### config.mk
export PLATFORM = sky130hd
export DESIGN_NAME = seq_restoring_divider
export DESIGN_NICKNAME = d
export VERILOG_FILES = /design/src/rtl/seq_restoring_divider.sv
export SDC_FILE = /design/constraint.sdc
export NUM_CORES = 1
export LEC_CHECK = 0
export CORE_AREA = 2 2 70 72
export CTS_BUF_LIST = sky130_fd_sc_hd__clkbuf_8
export CTS_CLUSTER_DIAMETER = 50
export DETAILED_ROUTE_END_ITERATION = 6
export DIE_AREA = 0 0 72 74
export GPL_TIMING_DRIVEN = 0
export PLACE_DENSITY = 0.85
export REMOVE_ABC_BUFFERS = 1
export SLEW_MARGIN = 15
export SYNTH_ARGS = -nofsm -noshare
export SYNTH_HDL_FRONTEND = slang
export SYNTH_SLANG_ARGS = --single-unit
### constraint.sdc
create_clock -name clk -period 3.05 [get_ports clk]
set_input_delay 0.61 -clock clk [delete_from_list [all_inputs] [get_ports clk]]
set_output_delay 0.61 -clock clk [all_outputs]
set_load 0.05 [all_outputs]
### src/rtl/seq_restoring_divider.sv
`timescale 1ns/1ps
// seq_restoring_divider: unsigned restoring divider,
// one shift/trial-subtract step per clock on a shared subtractor.
module seq_restoring_divider #(
  parameter int WIDTH = 8
) (
  input  logic             clk,
  input  logic             rst_n,
  input  logic             start,
  input  logic [WIDTH-1:0] dividend,
  input  logic [WIDTH-1:0] divisor,
  output logic             busy,
  output logic             done,
  output logic [WIDTH-1:0] quotient,
  output logic [WIDTH-1:0] remainder,
  output logic             div_by_zero
);

  localparam int CW = (WIDTH > 2) ? $clog2(WIDTH) : 1;

  typedef enum logic [1:0] {
    S_IDLE,
    S_RUN,
    S_DONE
  } state_t;

  state_t           state_q, state_d;
  logic [WIDTH-1:0] q_q, q_d;
  logic [WIDTH-1:0] r_q, r_d;
  logic [WIDTH-1:0] d_q, d_d;
  logic [CW-1:0]    cnt_q, cnt_d;
  logic [WIDTH-1:0] quo_q, quo_d;
  logic [WIDTH-1:0] rem_q, rem_d;
  logic             dbz_q, dbz_d;

  // r_q MSB is always 0 here (R < 2^(step)), so the wide
  // shift equals {0, R<<1 | Q msb}.
  logic [WIDTH:0]   r_wide;
  logic [WIDTH:0]   trial;
  logic [WIDTH-1:0] r_step;
  logic [WIDTH-1:0] q_step;

  // One restoring step: shift, trial subtract, keep or restore.
  always_comb begin
    r_wide = {r_q, q_q[WIDTH-1]};
    trial  = r_wide - {1'b0, d_q};
    r_step = trial[WIDTH] ? r_wide[WIDTH-1:0]
                          : trial[WIDTH-1:0];
    q_step = {q_q[WIDTH-2:0], ~trial[WIDTH]};
  end

  // Next-state and datapath control.
  always_comb begin
    state_d = state_q;
    q_d     = q_q;
    r_d     = r_q;
    d_d     = d_q;
    cnt_d   = cnt_q;
    quo_d   = quo_q;
    rem_d   = rem_q;
    dbz_d   = dbz_q;
    unique case (state_q)
      S_IDLE: begin
        if (start) begin
          d_d   = divisor;
          q_d   = dividend;
          r_d   = '0;
          cnt_d = '0;
          if (divisor == '0) begin
            state_d = S_DONE;
            quo_d   = '1;
            rem_d   = dividend;
            dbz_d   = 1'b1;
          end else begin
            state_d = S_RUN;
          end
        end
      end
      S_RUN: begin
        q_d   = q_step;
        r_d   = r_step;
        cnt_d = cnt_q + CW'(1);
        if (cnt_q == CW'(WIDTH - 1)) begin
          state_d = S_DONE;
          quo_d   = q_step;
          rem_d   = r_step;
          dbz_d   = 1'b0;
        end
      end
      S_DONE: begin
        state_d = S_IDLE;
      end
      default: begin
        state_d = S_IDLE;
      end
    endcase
  end

  // State and datapath registers.
  always_ff @(posedge clk or negedge rst_n) begin
    if (!rst_n) begin
      state_q <= S_IDLE;
      q_q     <= '0;
      r_q     <= '0;
      d_q     <= '0;
      cnt_q   <= '0;
      quo_q   <= '0;
      rem_q   <= '0;
      dbz_q   <= 1'b0;
    end else begin
      state_q <= state_d;
      q_q     <= q_d;
      r_q     <= r_d;
      d_q     <= d_d;
      cnt_q   <= cnt_d;
      quo_q   <= quo_d;
      rem_q   <= rem_d;
      dbz_q   <= dbz_d;
    end
  end

  assign busy        = (state_q != S_IDLE);
  assign done        = (state_q == S_DONE);
  assign quotient    = quo_q;
  assign remainder   = rem_q;
  assign div_by_zero = dbz_q;

endmodule

==> results of run 1 <==
==> worst reg2reg max path, cell delays in order, from the launching register on <==
cell and delay (ns):
dfrtp_1 0.39, inv_1 0.13, ha_1 0.18, inv_1 0.05, fa_1 0.41, a211oi_2 0.33
nor3_1 0.15, mux2i_2 0.32, nor2_4 0.14, or4b_4 0.54, a31oi_2 0.16
==> cells by family (layout without fill, tap and decap cells) <==
family | after synthesis | in the layout | share of synthesized area (%)
xor gates and xnor gates | 4 | 4 | 1.456
and+or+nand+nor | 82 | 82 | 16.22
buffers and inverters | 24 | 58 | 3.952
DFF | 46 | 46 | 47.84
muxes | 8 | 8 | 3.640
adders and majority gates | 11 | 11 | 6.032
AOI/OAI and AO/OA | 77 | 77 | 20.85
==> timing repair <==
item,in CTS,in global routing
gates resized for setup,1,2
hold buffers,0,0
setup endpoints to repair,5,6
endpoints found under the hold margin,0,0
==> sequential cells by signal, summed over array words and instances, names as in the netlist <==
| signal | cells |
|---|---|
| d_q | 8 |
| quotient | 8 |
| state_q | 2 |
| q_q | 8 |
| div_by_zero | 1 |
| remainder | 8 |
| cnt_q | 3 |
| r_q | 8 |
==> Yosys cell counts, drive strengths merged (6+ instances only) <==
cell type   n
dfrtp      46
o21ai      27
nor2b      10
a21oi      11
clkbuf      9
inv        11
nand3       8
a22oi       7
o22a        7
nand2      31
ha         10
mux2        6
nor2       18
a31oi       8
==> worst min path at each step <==
stage,startpoint,to,cells past startpoint
floorplan,rst_n,cnt_q[0]$_DFFE_PN0P_,0
detailed placement,remainder[0]$_DFFE_PN0P_,remainder[0]$_DFFE_PN0P_,1
CTS,rst_n,quotient[2]$_DFFE_PN0P_,1
finish,rst_n,quotient[2]$_DFFE_PN0P_,1
global placement,div_by_zero$_DFFE_PN0P_,div_by_zero$_DFFE_PN0P_,1
global route,rst_n,quotient[2]$_DFFE_PN0P_,1
==> per-stage QoR <==
step	TNS (ns)	hold WS (ns)	setup WS [ns]
detailed placement	-0.004972	0.4914	-0.002711
global placement	-0.06405	0.4749	-0.03751
global route	0	0.2824	0.03267
finish	0	0.2525	0.1840
floorplan	0	0.3144	0.4363
CTS	0	0.2604	0.1497
==> routing by layer <==
| layer | global-route usage (%) | wire, µm |
|---|---|---|
| met4 | 6.289 | 54 |
| met5 | 0 | 0 |
| met3 | 5.014 | 167 |
| met1 | 27.85 | 2365 |
| met2 | 36.73 | 2656 |
==> area by class of cell <==
cell class	instances	share of cell area (%)
clock buffers	6	2.823
well taps	54	2.310
flip-flops and latches	46	39.35
multi-input cells	182	40.12
inverters	11	1.411
clock inverters	2	0.4277
repair buffers	39	13.56
==> run metrics, run 1 <==
clock sinks 46; CTS root buf clkbuf_8; placed instance count 332; register area 1151 µm²; crit path to remainder[7]$_DFFE_PN0P_; Post-synth EDFFs 0; WS Path Type flip-flop to flip-flop; top_reg_cell synth dfrtp_1; Gate Count Post-Synth 252; largest net degree at the start of global routing 27; Max FO, Critical Path 12; routed wire length 5244 µm; routed len/inst 15.42 µm; CP max stage cell or4b_4; H-tree levels 2; Worst R2R Start q_q[7]$_DFFE_PN0P_; register area share after synthesis 47.84%; post-CTS setup buffer count 0; fin area 2925 µm²; global-route wire length before repair 8935 µm; drt pass-1 iters 4; Max Clock Freq 348.9 MHz; async set or reset register ratio after synthesis 100.0%; Clock Tree Buf Depth 2; CTS tree built; final worst-path cycle share 93.97%; Final Util 63.62%; Setup-failing EPs final 0; final hold viol count 0; die area 5328 µm²; most frequent cells in the layout dfrtp_1, clkdlybuf4s50_1, nand2_1; layout cells sized above 1 8.042%; Synth Register Bits 46; Final ANT Viol Nets 0; clk slew on worst S/H paths 0.09 ns; most frequent CP cell inv_1; Core Region 4598 µm²; Worst Hold Class input pin to async pin; delay-heaviest family, CP simple AND/OR/NAND/NOR gates; Worst Path Buf+Inv 2; total grt overflow 0; DR DRC count 0; run status finished, final reports clean; mapped cell area 2406 µm²; Port Buf Inserts 37; CP required 3.29 ns; final slew viol count 0; element type at the critical path start flip-flop; ANT cells 0; Worst R2R Setup Slack 0.18 ns; RePlAce Congestion 0.7908; fin nets 315; # fillers 369; via/cell ratio 5.779; Worst setup startpoint q_q[7]$_DFFE_PN0P_; WP depth 10; slowest cell delay on critical path 0.54 ns; maxcap violations 0; Tmin final 2.866 ns; Critical Path End Type flip-flop; worst path cell trace inv_1, ha_1, inv_1, fa_1, a211oi_2, nor3_1, mux2i_2, nor2_4, or4b_4, a31oi_2; Final HPWL DP 3751 µm; syn avg cell area 9.548 µm²; die width 72 µm; Netlist cell types 38; multi-input logic area 1174 µm²; leading area contributor after synthesis dfrtp_1; skew final 0.009744 ns; vias in the first global route 1978; WP data arrival 3.10 ns; synth warn 0; vias 1965; Slew headroom 35.83%; area growth from synthesis to layout 21.58%; CTS Buf Count 5; top cells by area, synth dfrtp_1, o21ai_0, ha_1; RSZ-0062 raised after global routing no; final non-filler cell total 340; starting density of the core 52.33%; placed inst area 2819 µm²; row count 25; Starting DRT DRC Count 156; initial antenna violation count 0; Synth top area share 47.84%; Slew @ Worst Pin 0.9606 ns; Clk Latency, worst-skew pair 0.31 ns; die height 74 µm; reg2reg end remainder[7]$_DFFE_PN0P_; commonest non-fill, non-tap cell in the layout dfrtp_1; worst r2r path cells 10; num ports 38; GRT Total Usage 21.57%
Power of run 1 is left out: the tool's default activity adds up to more than one toggle a clock period on the data nets, which glitch-free logic cannot reach.
==> run 2: changes to the inputs <==
- SKIP_LAST_GASP: default -> 1
==> results of run 2 <==
Final layout, timing and power as in run 1 (identical DEF).
Power of run 2 is left out for the same reason.
==> run 3: changes to the inputs <==
- CORE_AREA: 2 2 70 72 -> 2 2 77 79
- DIE_AREA: 0 0 72 74 -> 0 0 79 81
- PLACE_DENSITY: 0.85 -> 0.73
==> run 3 against run 2 <==
Die area is 20% higher. Clock-buffer cell count is the same. Hold slack gained 0.0069 ns. Utilization shrank 11 points. Register-to-register slack worse by 0.02 ns. Global-route usage decreased by 3.8 points. Routed wire length grew 1.4%. Clock skew down 0.0016 ns. Critical path type unchanged. Largest cell class unchanged.
==> run metrics, run 3 (synthesis results as in run 1) <==
run status finished, final reports clean; die height 81 µm (+9.5%); most frequent cells in the layout dfrtp_1, clkdlybuf4s50_1, nand2_1; drt pass-1 iters 4 (unchanged); slowest cell delay on critical path 0.54 ns (about the same); CP required 3.28 ns (about the same); ANT cells 0 (unchanged); largest net degree at the start of global routing 27 (unchanged); vias 1984 (+0.97%); Worst Path Buf+Inv 2 (unchanged); DR DRC count 0 (unchanged); Setup-failing EPs final 0 (unchanged); Slew headroom 38.24% (+2.4 points); starting density of the core 42.39% (-9.9 points); Final ANT Viol Nets 0 (unchanged); element type at the critical path start flip-flop; routed len/inst 14.73 µm (-4.5%); WS Path Type flip-flop to flip-flop; Tmin final 2.891 ns (+0.02488 ns); skew final 0.008159 ns (-0.001585 ns); maxcap violations 0 (unchanged); Max Clock Freq 345.9 MHz (-0.86%); Critical Path End Type flip-flop; vias in the first global route 1905 (-3.7%); final hold viol count 0 (unchanged); most frequent CP cell inv_1; num ports 38 (unchanged); worst path cell trace inv_1, ha_1, inv_1, fa_1, a211oi_4, nor3_1, mux2i_2, nor2_4, or4b_4, a31oi_2; delay-heaviest family, CP simple AND/OR/NAND/NOR gates; WP data arrival 3.12 ns (+0.02 ns); via/cell ratio 5.496 (-4.9%); final slew viol count 0 (unchanged); CTS Buf Count 5 (unchanged); Worst R2R Start q_q[7]$_DFFE_PN0P_; CTS tree built; die width 79 µm (+9.7%); Clk Latency, worst-skew pair 0.30 ns (about the same); global-route wire length before repair 8763 µm (-1.9%); commonest non-fill, non-tap cell in the layout dfrtp_1; area growth from synthesis to layout 25.12%; Worst setup startpoint q_q[7]$_DFFE_PN0P_; clk slew on worst S/H paths 0.09 ns (about the same); Final HPWL DP 3893 µm (+3.8%); Core Region 5675 µm² (+23%); routed wire length 5318 µm (+1.4%); Slew @ Worst Pin 0.9244 ns (-0.03621 ns); die area 6399 µm² (+20%); Max FO, Critical Path 12 (unchanged); clock sinks 46 (unchanged); CTS root buf clkbuf_8; fin nets 315 (unchanged); CP max stage cell or4b_4; final worst-path cycle share 94.78% (+0.82 points); Port Buf Inserts 37 (unchanged); total grt overflow 0 (unchanged); GRT Total Usage 17.79% (-3.8 points); Clock Tree Buf Depth 2 (unchanged); Worst Hold Class input pin to async pin; H-tree levels 2 (unchanged); post-CTS setup buffer count 0 (unchanged); initial antenna violation count 0 (unchanged); row count 28 (+12%); RePlAce Congestion 0.8014 (+1.3%); Fin Setup TNS 0 ns (unchanged); layout cells sized above 1 8.042% (unchanged); Starting DRT DRC Count 92 (-41%)
==> run 3: cell type report <==
cell class	instances	area, µm²
clock buffer	6	82.58
clock inverter	2	60.06
fill	540	2665
inverter	11	41.29
multi-input combinational	182	1181
sequential	46	1151
tap	75	93.84
timing repair buffer	39	400.4
==> run 3: timing repair <==
item	CTS	global route
hold buffers	0	0
endpoints found under the setup margin	12	12
resized for setup	1	3
==> run 3: stage by stage <==
step	utilization [%]	hold WS, ns	instances	area (µm²)	setup WS, ns
6_report	53.04	0.2594	361	3010	0.1591
5_1_grt	53.04	0.2966	361	3010	-0.002417
4_1_cts	52.76	0.2667	361	2994	0.06453
3_5_place_dp	50.20	0.4920	353	2849	-0.1154
3_3_place_gp	49.63	0.4744	351	2816	-0.06186
2_1_floorplan	-	0.3144	239	2352	0.4363
==> run 3: path summary, 6_finish.rpt <==
| path | to | slack (ns) | depth (start not counted) |
|---|---|---|---|
| setup / recovery | remainder[7]$_DFFE_PN0P_ | 0.16 | 10 |
| hold / removal | quotient[1]$_DFFE_PN0P_ | 0.26 | 1 |
| setup reg to reg | remainder[7]$_DFFE_PN0P_ | 0.16 | 10 |
| hold reg to reg | div_by_zero$_DFFE_PN0P_ | 0.51 | 1 |
| max in group asynchronous | q_q[5]$_DFFE_PN0P_ | 2.29 | 2 |
| min in group clk | div_by_zero$_DFFE_PN0P_ | 0.51 | 1 |
==> run 3: layer usage <==
layer  GRT usage [%]  wire length, µm  up-vias
li1                -                -      956
met1           21.31             2272      980
met2           31.86             2805       44
met3           3.778              184        4
met4           6.034               55        0
met5               0                0        -
Power of run 3 is left out for the same reason.
